--- config.mk ---
export PLATFORM = sky130hd
export DESIGN_NAME = arbiter_requester_flat
export DESIGN_NICKNAME = d
export VERILOG_FILES = /design/src/rtl/arbiter_requester_if.sv /design/src/rtl/arbiter_requester.sv /design/src/flat_wrapper.sv
export SDC_FILE = /design/constraint.sdc
export NUM_CORES = 1
export LEC_CHECK = 0
export BUFFER_PORTS_ARGS = -buffer_cell sky130_fd_sc_hd__buf_2
export CAP_MARGIN = 20
export CORE_UTILIZATION = 25
export CTS_BUF_LIST = sky130_fd_sc_hd__clkbuf_8 sky130_fd_sc_hd__clkbuf_16
export CTS_CLUSTER_SIZE = 10
export DETAILED_ROUTE_END_ITERATION = 7
export GPL_TIMING_DRIVEN = 0
export PLACE_DENSITY = 0.5
export REMOVE_ABC_BUFFERS = 1
export SETUP_SLACK_MARGIN = 0.2
export SKIP_LAST_GASP = 1
export SYNTH_ARGS = -nofsm -noshare
export SYNTH_HDL_FRONTEND = slang
export SYNTH_SLANG_ARGS = --single-unit
--- constraint.sdc ---
create_clock -name clk -period 10.1 [get_ports clk]
set_input_delay 3.03 -clock clk [delete_from_list [all_inputs] [get_ports clk]]
set_output_delay 3.03 -clock clk [all_outputs]
set_load 0.005 [all_outputs]
--- src/rtl/arbiter_requester_if.sv ---
// Request/grant bundle between client-side front end and the arbiter.
// master drives push/grant, slave is the requester front end.
interface arbiter_requester_if #(
    parameter int N  = 4,
    parameter int CW = 8
);
    logic [N-1:0]  push;
    logic [N-1:0]  grant;
    logic [N-1:0]  request;
    logic [N-1:0]  done;
    logic [N-1:0]  starve;
    logic [N-1:0]  overrun;
    logic [CW-1:0] wait_max;
    logic          error;

    modport master (
        output push, grant,
        input  request, done, starve, overrun, wait_max, error
    );

    modport slave (
        input  push, grant,
        output request, done, starve, overrun, wait_max, error
    );
endinterface

--- src/rtl/arbiter_requester.sv ---
// Requester front end: holds per-channel requests until granted and
// tracks wait time, starvation, overrun and grant-protocol errors.
module arbiter_requester #(
    parameter int N       = 4,
    parameter int CW      = 8,
    parameter int MAXWAIT = 16
) (
    input  logic              clk,
    input  logic              nreset,
    arbiter_requester_if.slave bus
);
    typedef enum logic {
        ST_IDLE = 1'b0,
        ST_REQ  = 1'b1
    } state_t;

    localparam logic [CW-1:0] CNT_SAT   = '1;
    localparam logic [CW-1:0] STARVE_AT = CW'(MAXWAIT);

    state_t        r_state     [N];
    state_t        w_state_nxt [N];
    logic [CW-1:0] r_cnt       [N];
    logic [CW-1:0] w_cnt_nxt   [N];

    logic [N-1:0]  r_done, w_done_nxt;
    logic [N-1:0]  r_starve, w_starve_nxt;
    logic [N-1:0]  r_overrun, w_overrun_nxt;
    logic [CW-1:0] r_wait_max, w_wait_max_nxt;
    logic          r_error, w_error_nxt;

    logic [N-1:0]  w_req;
    logic          w_multi;
    logic          w_stray;

    always_comb begin
        for (int i = 0; i < N; i++) begin
            w_req[i] = (r_state[i] == ST_REQ);
        end
    end

    assign w_multi = ($countones(bus.grant) > 1);
    assign w_stray = |(bus.grant & ~w_req);

    always_comb begin
        w_done_nxt     = '0;
        w_starve_nxt   = r_starve;
        w_overrun_nxt  = r_overrun;
        w_wait_max_nxt = r_wait_max;
        w_error_nxt    = r_error | w_multi | w_stray;
        for (int i = 0; i < N; i++) begin
            w_state_nxt[i] = r_state[i];
            w_cnt_nxt[i]   = r_cnt[i];
            unique case (r_state[i])
                ST_IDLE: begin
                    // stray grant bits on idle channels change nothing
                    if (bus.push[i]) begin
                        w_state_nxt[i] = ST_REQ;
                        w_cnt_nxt[i]   = '0;
                    end
                end
                ST_REQ: begin
                    if (bus.grant[i]) begin
                        w_done_nxt[i]   = 1'b1;
                        w_starve_nxt[i] = 1'b0;
                        if (r_cnt[i] > w_wait_max_nxt)
                            w_wait_max_nxt = r_cnt[i];
                        w_cnt_nxt[i] = '0;
                        if (!bus.push[i])
                            w_state_nxt[i] = ST_IDLE;
                    end else begin
                        if (r_cnt[i] != CNT_SAT)
                            w_cnt_nxt[i] = r_cnt[i] + 1'b1;
                        if (w_cnt_nxt[i] == STARVE_AT)
                            w_starve_nxt[i] = 1'b1;
                        if (bus.push[i])
                            w_overrun_nxt[i] = 1'b1;
                    end
                end
                default: begin
                    w_state_nxt[i] = ST_IDLE;
                end
            endcase
        end
    end

    always_ff @(posedge clk) begin
        if (!nreset) begin
            for (int i = 0; i < N; i++) begin
                r_state[i] <= ST_IDLE;
                r_cnt[i]   <= '0;
            end
            r_done     <= '0;
            r_starve   <= '0;
            r_overrun  <= '0;
            r_wait_max <= '0;
            r_error    <= 1'b0;
        end else begin
            for (int i = 0; i < N; i++) begin
                r_state[i] <= w_state_nxt[i];
                r_cnt[i]   <= w_cnt_nxt[i];
            end
            r_done     <= w_done_nxt;
            r_starve   <= w_starve_nxt;
            r_overrun  <= w_overrun_nxt;
            r_wait_max <= w_wait_max_nxt;
            r_error    <= w_error_nxt;
        end
    end

    assign bus.request  = w_req;
    assign bus.done     = r_done;
    assign bus.starve   = r_starve;
    assign bus.overrun  = r_overrun;
    assign bus.wait_max = r_wait_max;
    assign bus.error    = r_error;
endmodule

--- src/flat_wrapper.sv ---
// flat-port wrapper written by rule: the top's interface ports become plain ports
module arbiter_requester_flat 
#(
    parameter int N       = 4,
    parameter int CW      = 8,
    parameter int MAXWAIT = 16
)
  (clk, nreset, bus_push, bus_grant, bus_request, bus_done, bus_starve, bus_overrun, bus_wait_max, bus_error);
  arbiter_requester_if #(.N(N), .CW(CW)) bus_i ();
  input  logic clk;
  input  logic nreset;
  input wire logic [$bits(bus_i.push)-1:0] bus_push;
  input wire logic [$bits(bus_i.grant)-1:0] bus_grant;
  output wire logic [$bits(bus_i.request)-1:0] bus_request;
  output wire logic [$bits(bus_i.done)-1:0] bus_done;
  output wire logic [$bits(bus_i.starve)-1:0] bus_starve;
  output wire logic [$bits(bus_i.overrun)-1:0] bus_overrun;
  output wire logic [$bits(bus_i.wait_max)-1:0] bus_wait_max;
  output wire logic [$bits(bus_i.error)-1:0] bus_error;
  assign bus_i.push = bus_push;
  assign bus_i.grant = bus_grant;
  assign bus_request = bus_i.request;
  assign bus_done = bus_i.done;
  assign bus_starve = bus_i.starve;
  assign bus_overrun = bus_i.overrun;
  assign bus_wait_max = bus_i.wait_max;
  assign bus_error = bus_i.error;
  arbiter_requester #(.N(N), .CW(CW), .MAXWAIT(MAXWAIT)) u_core (.clk(clk), .nreset(nreset), .bus(bus_i));
endmodule
======== After elaboration in Yosys (flattened, before gate mapping) ========
Memories as Yosys holds them, arrays and structs flattened.
Index checks and enable logic that the tools add are counted.
word-level totals
  memories kept ........................... 2
  output and inout bits ................... 25
  logic and storage cells ................. 143
  flip-flop bits (word level) ............. 21
  memory bits (writable) .................. 36
memory list
  name            words  width  read ports  clocked after memory_dff  wr ports  RTL line                 RTL
  u_core.r_cnt    4      8      4           0                         4         arbiter_requester.sv:22  logic [CW-1:0] r_cnt [N];
  u_core.r_state  4      1      4           0                         4         arbiter_requester.sv:20  state_t r_state [N];
operators by class
  $lt $le $gt $ge ......................... 5
  bitwise operators ....................... 20
  reductions and logical operators ........ 17
  equality and inequality tests ........... 8
  mux-type cells .......................... 70
  $add $sub $neg .......................... 7
operators by type and width
  operator             count
  $mux 8               36
  $pmux 8 s2           4
  $add 32x32->32       1
  $add 8x1->8 const B  4
  $eq 8x5->1 const B   4
  $gt 32x2->1 const B  1
  $gt 8x8->1           4
  $ne 8x8->1 const B   4
  $mux 1               26
  $reduce_and 2->1     8
  $reduce_and 3->1     4
  $or 1x1->1           10
  $not 1->1            8
  $pmux 1 s2           4
  $reduce_bool 2->1    4
  $add 1x1->2          2
  $and 4x4->4          1
  $not 4->4            1
  $reduce_or 4->1      1

======== Depth between registers and ports, before layout ========
Gate-level depths: netlist of the first run.
An unclocked memory read counts as a cell.
  depth in word-level cells ............... 17
  mapped depth ............................ 38
  gate-level depth less buffers ........... 36

======== Worst setup path before layout of the first run ========
No wires, ideal clock.
  kind .................................... input port to flip-flop
  start point ............................. input port bus_grant[0]
  end point ............................... register u_core.r_wait_max[0] (netlist: u_core.bus.wait_max[0])
  stages on the path ...................... 35
  slack ................................... 0.642 ns
  buffers on the path ..................... 3
  data required time ...................... 10.044 ns
  arrival ................................. 9.402 ns
  cells stage by stage .................... nand2_1 or3b_1 a21o_1 and2_2 buf_6 mux2i_1 ha_1 a21oi_1 nor2b_1 o21ai_0 nand2b_1 a311oi_1 a21oi_1 o2111ai_4 mux2i_1 inv_1 ha_1 nor2b_1 o21a_1 o21a_1 o211ai_1 a21boi_0 o31a_1 buf_6 mux2i_1 ha_1 nor2b_1 o21a_1 o21a_1 o211ai_1 a21boi_0 o31ai_1 and3b_1 clkbuf_1 a21o_2
between the ends
  cells in the longest elaborated chain, start to end .. 14
ends and longest elaborated chain
  what                  RTL line                  RTL
  start, declared       flat_wrapper.sv:13        input wire logic [$bits(bus_i.grant)-1:0] bus_grant;
  $mux 8 *              arbiter_requester.sv:62   if (bus.grant[i]) begin
  $mux 8 *              arbiter_requester.sv:53   unique case (r_state[i])
  $gt 8x8->1            arbiter_requester.sv:65   if (r_cnt[i] > w_wait_max_nxt)
  $mux 8                arbiter_requester.sv:65
  $mux 8                arbiter_requester.sv:62
  $mux 8 *              arbiter_requester.sv:53
  $gt 8x8->1            arbiter_requester.sv:65
  $mux 8                arbiter_requester.sv:65
  $mux 8                arbiter_requester.sv:62
  $mux 8 *              arbiter_requester.sv:53
  $gt 8x8->1            arbiter_requester.sv:65
  $mux 8                arbiter_requester.sv:65
  $mux 8                arbiter_requester.sv:62
  $mux 8 *              arbiter_requester.sv:53
  end signal, assigned  arbiter_requester.sv:105  r_wait_max <= w_wait_max_nxt;
  end, declared         arbiter_requester.sv:28   logic [CW-1:0] r_wait_max, w_wait_max_nxt;
Mark *: on every way between the ends. The rest lies on a longest branch, timed or not.
A chain may end at the register's enable or synchronous reset.

======== Worst setup path after layout of the first run ========
  start point ............................. input port bus_grant[0]
  end point ............................... register u_core.r_wait_max[5] (netlist: u_core.bus.wait_max[5])
The elaborated chain is that of the path after synthesis.

==> results.toml, run 1 <==
[global_route]
grt_overflow = 0
grt_max_degree = 67
antenna_found_initial = 0
groute.usage.overall_pct = 13.7
grt_pass1_vias = 3566
grt_pass1_wl_um = 18000

[floorplan]
initial_core_util_pct = 25.9
rows = 46
die_h_um = 131
ios = 35
die_w_um = 131
core_area_um2 = 16000
die_area_um2 = 17100

[setup_path]
cpPeakStageDelay_ps = 420
required_ps = 10320
start_kind = "primary input"
critical_path.max_fanout = 8
crit_path_frequent_cell = "o21a_1"
arrival_ps = 9740
end_kind = "register"
critical_path.top_delay_family = "compound AO/OA/AOI/OAI gates"
critical_path.slowest_cell = "o31ai_4"
criticalPathCategory = "in2reg"
path_buf_inv = 5

[detailed_routing]
wire_per_inst_um = 14.9
antenna_left = 0
vias_per_cell = 5.10
first_pass_iters = 5
vias = 3828
drt-initial-drc-count = 275
wl_um = 11200
drc = 0

[sta]
slew_headroom_pct = 50.3
skew_ps = 2.45
period_minus_slack_ps = 9530
grt_setup_unrepaired = "no"
clock.fmax_ghz = 0.105
finalSetupViolCount = 0
finalCritPeriodShare_pct = 94.3
holdWs_ps = 486
finalHoldViolCount = 0
tightest_slew_ps = 742
finalMaxSlewViolations = 0

[cells_and_area]
area_growth_pct = 17.5
final_common_cell = "dfxtp_1"
drive_gt1_share_pct = 14.2
seqCellArea_um2 = 1140
nFillCells = 1716
layout.nets = 578
multi_input_area_um2 = 2770
diodes = 0
layout_common_cells = "57 x dfxtp_1, 39 x nand2_1, 38 x a21oi_1, 37 x ha_1, 34 x buf_2"

[logic_synthesis]
yosysSeqAreaShare_pct = 27.6
yosys_warnings = 0
synth-seq-cells = 57
async_reset_ff_share_pct = 0
ys_types = 62
syn-cell-area_um2 = 4140
synthFlopType = "dfxtp_1"
synth_edf_count = 0
avgSynthCellArea_um2 = 8.22
netlist_instances = 504

[pwr]
p_per_area_nw_per_um2 = 122
power.total_uw = 594
ir_drop_mv = 0.0744
pwr-share-clk_pct = 53.4
p_switching_uw = 137
comb_power_share_pct = 7.2
p_seq_share_pct = 39.4
leakage_uw = 0.00197
p_sw_share_pct = 23.0
intPower_uw = 457

[clock_network]
postCtsHoldBufs = 0
cts_tree = "built"
cts-root-buf = "clkbuf_16"
numCtsBuffers = 9
cts_buffer_depth = 2
h-tree-depth = 3
clk_latency_ps = 320
clkSlewWorstSetupHoldPaths_ps = 50
clock_sinks = 57

[min_path]
hold_path_class = "reg2reg"

[placed_design]
place_congestion = 0.864
port_buffers = 34
place_hpwl_um = 8200

[flow_run]
cap_violations = 0

[outcome]
status = "complete, no violations"
[flip-flops by register name, summed over array words and instances (netlist names)]
name                 cells
u_core.r_state           4
u_core.bus.overrun       4
u_core.bus.wait_max      8
u_core.bus.error         1
u_core.bus.done          4
u_core.bus.starve        4
u_core.r_cnt            32
[stage by stage]
step | cell area [µm²] | setup WS, ps | instances | setup TNS [ps] | util, %
final | 4860 | 575 | 751 | 0 | 30.4
after global routing | 4860 | 145 | 751 | 0 | 30.4
after CTS | 4760 | 244 | 742 | 0 | 29.8
after detailed placement | 4430 | -716 | 726 | -5450 | 27.7
after global placement | 4430 | -599 | 726 | -4460 | 27.7
after floorplan | 3990 | 658 | 476 | 0 | -
[logic make-up (layout without fill, tap and decap cells)]
kind of cell | after synthesis | after routing | synth area share, %
xor+xnor | 10 | 10 | 2.57
simple gates | 182 | 182 | 24.4
buf+inv | 60 | 91 | 6.62
mux | 23 | 23 | 5.71
flops | 57 | 57 | 27.6
fa+ha+maj | 38 | 38 | 11.7
compound gates | 134 | 134 | 21.5
[path summary, 6_finish.rpt]
check                                  endpoint                               start  cells past startpoint  slack (ps)
max reg2reg   u_core.bus.wait_max[5]$_SDFF_PN0_     u_core.r_cnt[0][2]$_SDFFE_PN0P_                     35        2470
min reg2reg  u_core.bus.overrun[3]$_SDFFE_PN0P_  u_core.bus.overrun[3]$_SDFFE_PN0P_                      2         490
min          u_core.bus.overrun[3]$_SDFFE_PN0P_  u_core.bus.overrun[3]$_SDFFE_PN0P_                      2         490
max           u_core.bus.wait_max[5]$_SDFF_PN0_                        bus_grant[0]                     35         570
[layer usage]
metal	vias to the layer above	track usage, %	share of wire, %
met5	-	0	0
met4	0	4.80	1.5
met3	19	2.57	3.9
met2	91	22.9	47
met1	1818	17.6	48
li1	1900	-	-
[tightest hold or removal path, delay by kind of cell, from the launching register on]
kind            cells  cell delay, ps
compound gates      1              40
flops               1             320
simple gates        1              90
[synth_stat cells, types with 6 or more instances]
cell / count / area, µm²
nor2_1: 18 / 67.6
o22ai_1: 14 / 87.6
dfxtp_1: 57 / 1140
a31oi_1: 6 / 37.5
inv_1: 32 / 120
o21ai_0: 19 / 95.1
and3_1: 15 / 93.8
o21a_1: 9 / 67.6
clkbuf_1: 19 / 71.3
nand2_1: 40 / 150
nor2b_1: 17 / 106
nor3b_1: 10 / 75.1
nand4_1: 14 / 87.6
a21o_1: 11 / 82.6
mux2i_1: 21 / 210
a21oi_1: 38 / 190
nand3_1: 19 / 95.1
and2_1: 11 / 68.8
xnor2_1: 6 / 52.6
ha_1: 37 / 463
nor3_1: 9 / 45.0
[area by class of cell]
cell class	instances	area share, %
Multi-Input combinational cell	387	56.9
Sequential cell	57	23.5
Tap cell	216	5.56
Clock inverter	4	1.03
Timing Repair Buffer	43	5.14
Clock buffer	12	5.48
Inverter	32	2.47
[timing repair]
item / CTS / global route
cloned: 0 / 0
buffers inserted: 0 / 8
resized for setup: 3 / 6
setup endpoints to repair: 8 / 8
pin swaps: 0 / 3
[power groups by stage]
stage	logic, µW	clock network [µW]	registers [µW]
floorplan	24.5	0	237
global placement	40.3	0	238
detailed placement	41.2	0	238
CTS	41.6	327	234
global route	48.1	336	234
finish	42.8	317	234
Power figures use the tool's default switching activity.
==> run 2: changes to the inputs <==
--- a/config.mk
+++ b/config.mk
@@ -5,7 +5,8 @@
 export SDC_FILE = /design/constraint.sdc
 export NUM_CORES = 1
 export LEC_CHECK = 0
-export BUFFER_PORTS_ARGS = -buffer_cell sky130_fd_sc_hd__buf_2
+export ABC_AREA = 1
+export BUFFER_PORTS_ARGS = -buffer_cell sky130_fd_sc_hd__buf_4
 export CAP_MARGIN = 20
 export CORE_UTILIZATION = 25
 export CTS_BUF_LIST = sky130_fd_sc_hd__clkbuf_8 sky130_fd_sc_hd__clkbuf_16
@@ -19,3 +20,4 @@
 export SYNTH_ARGS = -nofsm -noshare
 export SYNTH_HDL_FRONTEND = slang
 export SYNTH_SLANG_ARGS = --single-unit
+export TNS_END_PERCENT = 5
==> results.toml, run 2 <==
[pwr]
ir_drop_mv = 0.0835
leakage_uw = 0.00226
p_per_area_nw_per_um2 = 213
power.total_uw = 1010

[sta]
setup_slack_ps = 1690
tightest_slew_ps = 805
period_minus_slack_ps = 8410
skew_ps = 3.45
finalHoldViolCount = 0
finalCritPeriodShare_pct = 83.3
grt_setup_unrepaired = "no"
finalSetupViolCount = 0
finalMaxSlewViolations = 0
fin_tns_setup_ps = 0
clock.fmax_ghz = 0.119
slew_headroom_pct = 46.2

[clock_network]
h-tree-depth = 3
clk_latency_ps = 340
clock_sinks = 57
cts-root-buf = "clkbuf_16"
cts_resized = 0
postCtsHoldBufs = 0
numCtsBuffers = 9
cts_buffer_depth = 2
clkSlewWorstSetupHoldPaths_ps = 50
cts_tree = "built"
post_cts_buffers = 0

[detailed_routing]
vias_per_cell = 4.53
wl_um = 10700
wire_per_inst_um = 12.6
antenna_left = 0
vias = 3836
drc = 0
drt-initial-drc-count = 186
first_pass_iters = 4

[cells_and_area]
layout.nets = 680
largest_register_ffs = 32
diodes = 0
drive_gt1_share_pct = 10.2
final_common_cell = "nand2_1"
max_flop_register = "u_core.r_cnt"
finish.utilization_pct = 31.0
stdcell_count = 847
area_growth_pct = 19.9
nFillCells = 1694
layout_common_cells = "167 x nand2_1, 83 x inv_1, 57 x dfxtp_1, 49 x a21oi_1, 49 x nor2_1"

[setup_path]
cpPeakStageDelay_ps = 430
criticalPathCategory = "in2reg"
critical_path.slowest_cell = "o21ai_0"
start_kind = "primary input"
required_ps = 10380
end_kind = "register"
crit_path_frequent_cell = "nand2_1"
critical_path.max_fanout = 16
arrival_ps = 8690

[floorplan]
ios = 35
die_area_um2 = 16300
die_h_um = 128
rows = 45
die_w_um = 128
initial_core_util_pct = 25.8
core_area_um2 = 15300

[logic_synthesis]
synth_edf_count = 0
syn-cell-area_um2 = 3950
synth_area_leader_cell = "dfxtp_1"
netlist_instances = 598
yosysMostFrequentCell = "nand2_1"
yosys-top-cells-area = "dfxtp_1 29%, nand2_1 16%, ha_1 12%"
synthFlopType = "dfxtp_1"
yosys_warnings = 0
synth-seq-cells = 57
synth_top_area_share_pct = 28.9
avgSynthCellArea_um2 = 6.61
synthTopCellsByCount = "167 x nand2_1, 80 x inv_1, 57 x dfxtp_1, 49 x a21oi_1, 49 x nor2_1"
async_reset_ff_share_pct = 0
ys_types = 37
yosysSeqAreaShare_pct = 28.9

[min_path]
hold_path_class = "reg2reg"

[placed_design]
place_congestion = 0.891
port_buffers = 34
place_hpwl_um = 8140
post-place-ws_ps = 1350
dp_cells = 832

[global_route]
grt_pass1_wl_um = 17800
grt_pass1_vias = 3665
groute.usage.overall_pct = 14.0
grt_max_degree = 46
antenna_found_initial = 0
grt_overflow = 0

[outcome]
status = "complete, no violations"

[flow_run]
cap_violations = 0
-- run 2: cell count changes in the layout (fill, tap and decap cells not counted), sizes merged, moves of 12 or more --
cell	change
nor2	+34
mux2i	-21
inv	+53
a21oi	+12
and3	-15
nand3	+26
o22ai	-13
nand2	+132
nor2b	-17
-- run 2: report_power, final --
group / leakage (µW) / internal [µW] / total, µW / switching [µW]
Combinational: 0.00163 / 157 / 416 / 258
Sequential: 0.000463 / 239 / 250 / 11.4
Clock: 0.000169 / 236 / 342 / 106
-- run 2: path summary, 6_finish.rpt --
kind,startpoint,end,slack [ps],depth (start not counted)
setup / recovery,bus_grant[0],u_core.bus.wait_max[3]$_SDFF_PN0_,1690,35
hold / removal,u_core.bus.starve[1]$_SDFFE_PN0P_,u_core.bus.starve[1]$_SDFFE_PN0P_,450,2
setup reg to reg,u_core.r_cnt[0][3]$_SDFFE_PN0P_,u_core.bus.wait_max[3]$_SDFF_PN0_,3700,36
hold reg to reg,u_core.bus.starve[1]$_SDFFE_PN0P_,u_core.bus.starve[1]$_SDFFE_PN0P_,450,2
-- run 2: cells by family after synthesis --
family                   synth area share, %
AO/OA/AOI/OAI                           12.7
adder cells (fa/ha/maj)                 12.2
flip-flops                              28.9
buffers and inverters                   9.34
XOR/XNOR                                3.74
AND/OR/NAND/NOR                         33.1
-- run 2: cell type report --
type	instances	area (µm²)	share of cell area, %
Inverter	83	312	6.57
Clock inverter	6	101	2.14
Tap cell	211	264	5.57
Sequential cell	57	1140	24.1
Multi-Input combinational cell	447	2440	51.5
Clock buffer	9	225	4.75
Timing Repair Buffer	34	255	5.38
-- run 2: stage by stage --
step | instance area (µm²) | hold slack [ps]
after floorplan | 3890 | 442
after global placement | 4410 | 438
after CTS | 4740 | 455
final | 4740 | 448
after detailed placement | 4410 | 448
after global routing | 4740 | 470
-- run 2: layer usage --
metal	up-vias	GRT usage (%)	part of all wire [%]
met5	-	0	0
met2	71	21.7	44
met4	0	9.27	4.2
met1	1729	17.9	49
met3	24	2.46	3.2
li1	2012	-	-
-- run 2: critical path, delay by kind of cell --
family / cells / cell delay [ps]
buffers and inverters: 4 / 430
adder cells (fa/ha/maj): 3 / 820
AO/OA/AOI/OAI: 12 / 2470
AND/OR/NAND/NOR: 16 / 1950
==> run 3: changes to the inputs <==
==> constraint.sdc (replaced) <==
create_clock -name clk -period 8.4 [get_ports clk]
set_input_delay 2.52 -clock clk [delete_from_list [all_inputs] [get_ports clk]]
set_output_delay 2.52 -clock clk [all_outputs]
set_load 0.005 [all_outputs]
==> results.toml, run 3 (synthesized netlist as in run 2, its figures left out) <==
[placed_design]
port_buffers = 34
place_congestion = 0.891
place_hpwl_um = 8140

[pwr]
intPower_uw = 761
comb_power_share_pct = 41.4
power.total_uw = 1220
ir_drop_mv = 0.100
p_sw_share_pct = 37.4
p_seq_share_pct = 24.7
pwr-share-clk_pct = 33.8
leakage_uw = 0.00226
p_per_area_nw_per_um2 = 256
p_switching_uw = 454

[sta]
tightest_slew_ps = 801
finalCritPeriodShare_pct = 90.7
period_minus_slack_ps = 7620
finalHoldViolCount = 0
finalSetupViolCount = 0
finalMaxSlewViolations = 0
clock.fmax_ghz = 0.131
skew_ps = 3.43
fin_tns_setup_ps = 0
grt_setup_unrepaired = "no"
slew_headroom_pct = 46.5

[setup_path]
critical_path.slowest_cell = "o21ai_0"
arrival_ps = 7900
r2r_start = "u_core.r_cnt[0][3]$_SDFFE_PN0P_"
crit_path_frequent_cell = "nand2_1"
start_kind = "primary input"
required_ps = 8680
reg2reg_depth = 36
critical_path.max_fanout = 16
criticalPathCategory = "in2reg"
cpPeakStageDelay_ps = 370
crit_path_start = "bus_grant[0]"
end_kind = "register"
r2r_setup_slack_ps = 2280
reg2reg_to = "u_core.bus.wait_max[3]$_SDFF_PN0_"

[clock_network]
numCtsBuffers = 9
clkSlewWorstSetupHoldPaths_ps = 50
h-tree-depth = 3
cts_tree = "built"
clock_sinks = 57
clk_latency_ps = 340
cts-root-buf = "clkbuf_16"
cts_buffer_depth = 2

[global_route]
groute.usage.overall_pct = 14.0
antenna_found_initial = 0
grt_pass1_vias = 3665
grt_pass1_wl_um = 17800
grt_max_degree = 46
grt_overflow = 0

[min_path]
holdPathEnd = "u_core.bus.starve[1]$_SDFFE_PN0P_"
min_path_cells = 2
hold_path_class = "reg2reg"
hp-start = "u_core.bus.starve[1]$_SDFFE_PN0P_"

[cells_and_area]
layout.nets = 680
largest_register_ffs = 32
diodes = 0
final_common_cell = "nand2_1"
nFillCells = 1696
drive_gt1_share_pct = 10.4
max_flop_register = "u_core.r_cnt"
area_growth_pct = 20.0
layout_common_cells = "166 x nand2_1, 83 x inv_1, 57 x dfxtp_1, 49 x a21oi_1, 49 x nor2_1"

[floorplan]
core_area_um2 = 15300
initial_core_util_pct = 25.8
ios = 35
rows = 45
die_w_um = 128
die_h_um = 128
die_area_um2 = 16300

[outcome]
status = "complete, no violations"

[detailed_routing]
vias_per_cell = 4.53
wire_per_inst_um = 12.6
wl_um = 10700
vias = 3834
first_pass_iters = 4
antenna_left = 0
drt-initial-drc-count = 185
drc = 0

[flow_run]
cap_violations = 0
## run 3: cell types whose count changed in the layout (fill, tap and decap cells not counted)
cell     previous run  this run
nand2_1           167       166
nand2_2             2         3
o21ai_0            26        25
o21ai_1             2         3
## run 3: timing repair
action	4_1_cts	5_1_grt
gates resized for setup	0	2
endpoints found under the setup margin	0	8
buffers inserted	0	0
hold buffers	0	0
endpoints found under the hold margin	0	0
## run 3: layout make-up
class	count	area, µm²	share of cell area (%)
multi-input cells	447	2440	51.5
flip-flops and latches	57	1140	24.1
inverters	83	312	6.57
well taps	211	264	5.57
repair buffers	34	255	5.38
clock buffers	9	225	4.75
clock inverters	6	101	2.14
## run 3: worst max-delay path, delay by kind of cell
kind / cells / cell delay, ps
buffers and inverters: 4 / 430
AO/OA/AOI/OAI: 11 / 2260
adder cells (fa/ha/maj): 3 / 800
AND/OR/NAND/NOR: 17 / 1920
## run 3: how the worst max path moves through the flow
stage | to | cells after the start | slack [ps]
6_report | u_core.bus.wait_max[3]$_SDFF_PN0_ | 35 | 780
5_1_grt | u_core.bus.wait_max[1]$_SDFF_PN0_ | 35 | 230
4_1_cts | u_core.bus.wait_max[1]$_SDFF_PN0_ | 35 | 510
3_5_place_dp | u_core.bus.wait_max[1]$_SDFF_PN0_ | 35 | 160
3_3_place_gp | u_core.bus.wait_max[3]$_SDFF_PN0_ | 35 | 210
2_1_floorplan | u_core.bus.wait_max[0]$_SDFF_PN0_ | 33 | 1300
## run 3: layer usage
metal,GRT usage (%),vias up,wire (µm)
li1,-,2011,-
met1,17.9,1730,5220
met2,21.7,69,4660
met3,2.46,24,338
met4,9.27,0,436
met5,0,-,0
## run 3: power groups by stage
stage	combinational [µW]	sequential [µW]	clock [µW]
CTS	503	301	423
finish	503	301	411
floorplan	377	302	0
detailed placement	499	306	0
global route	584	303	431
global placement	490	307	0
## run 3: stage by stage
| stage | instance area [µm²] | hold slack [ps] | setup WS (ps) | util [%] | std cells |
|---|---|---|---|---|---|
| 2_1_floorplan | 3890 | 442 | 1300 | - | 587 |
| 3_3_place_gp | 4410 | 438 | 209 | 28.8 | 832 |
| 3_5_place_dp | 4410 | 448 | 162 | 28.8 | 832 |
| 4_1_cts | 4740 | 455 | 506 | 31.0 | 847 |
| 5_1_grt | 4740 | 470 | 228 | 31.0 | 847 |
| 6_report | 4740 | 448 | 780 | 31.0 | 847 |
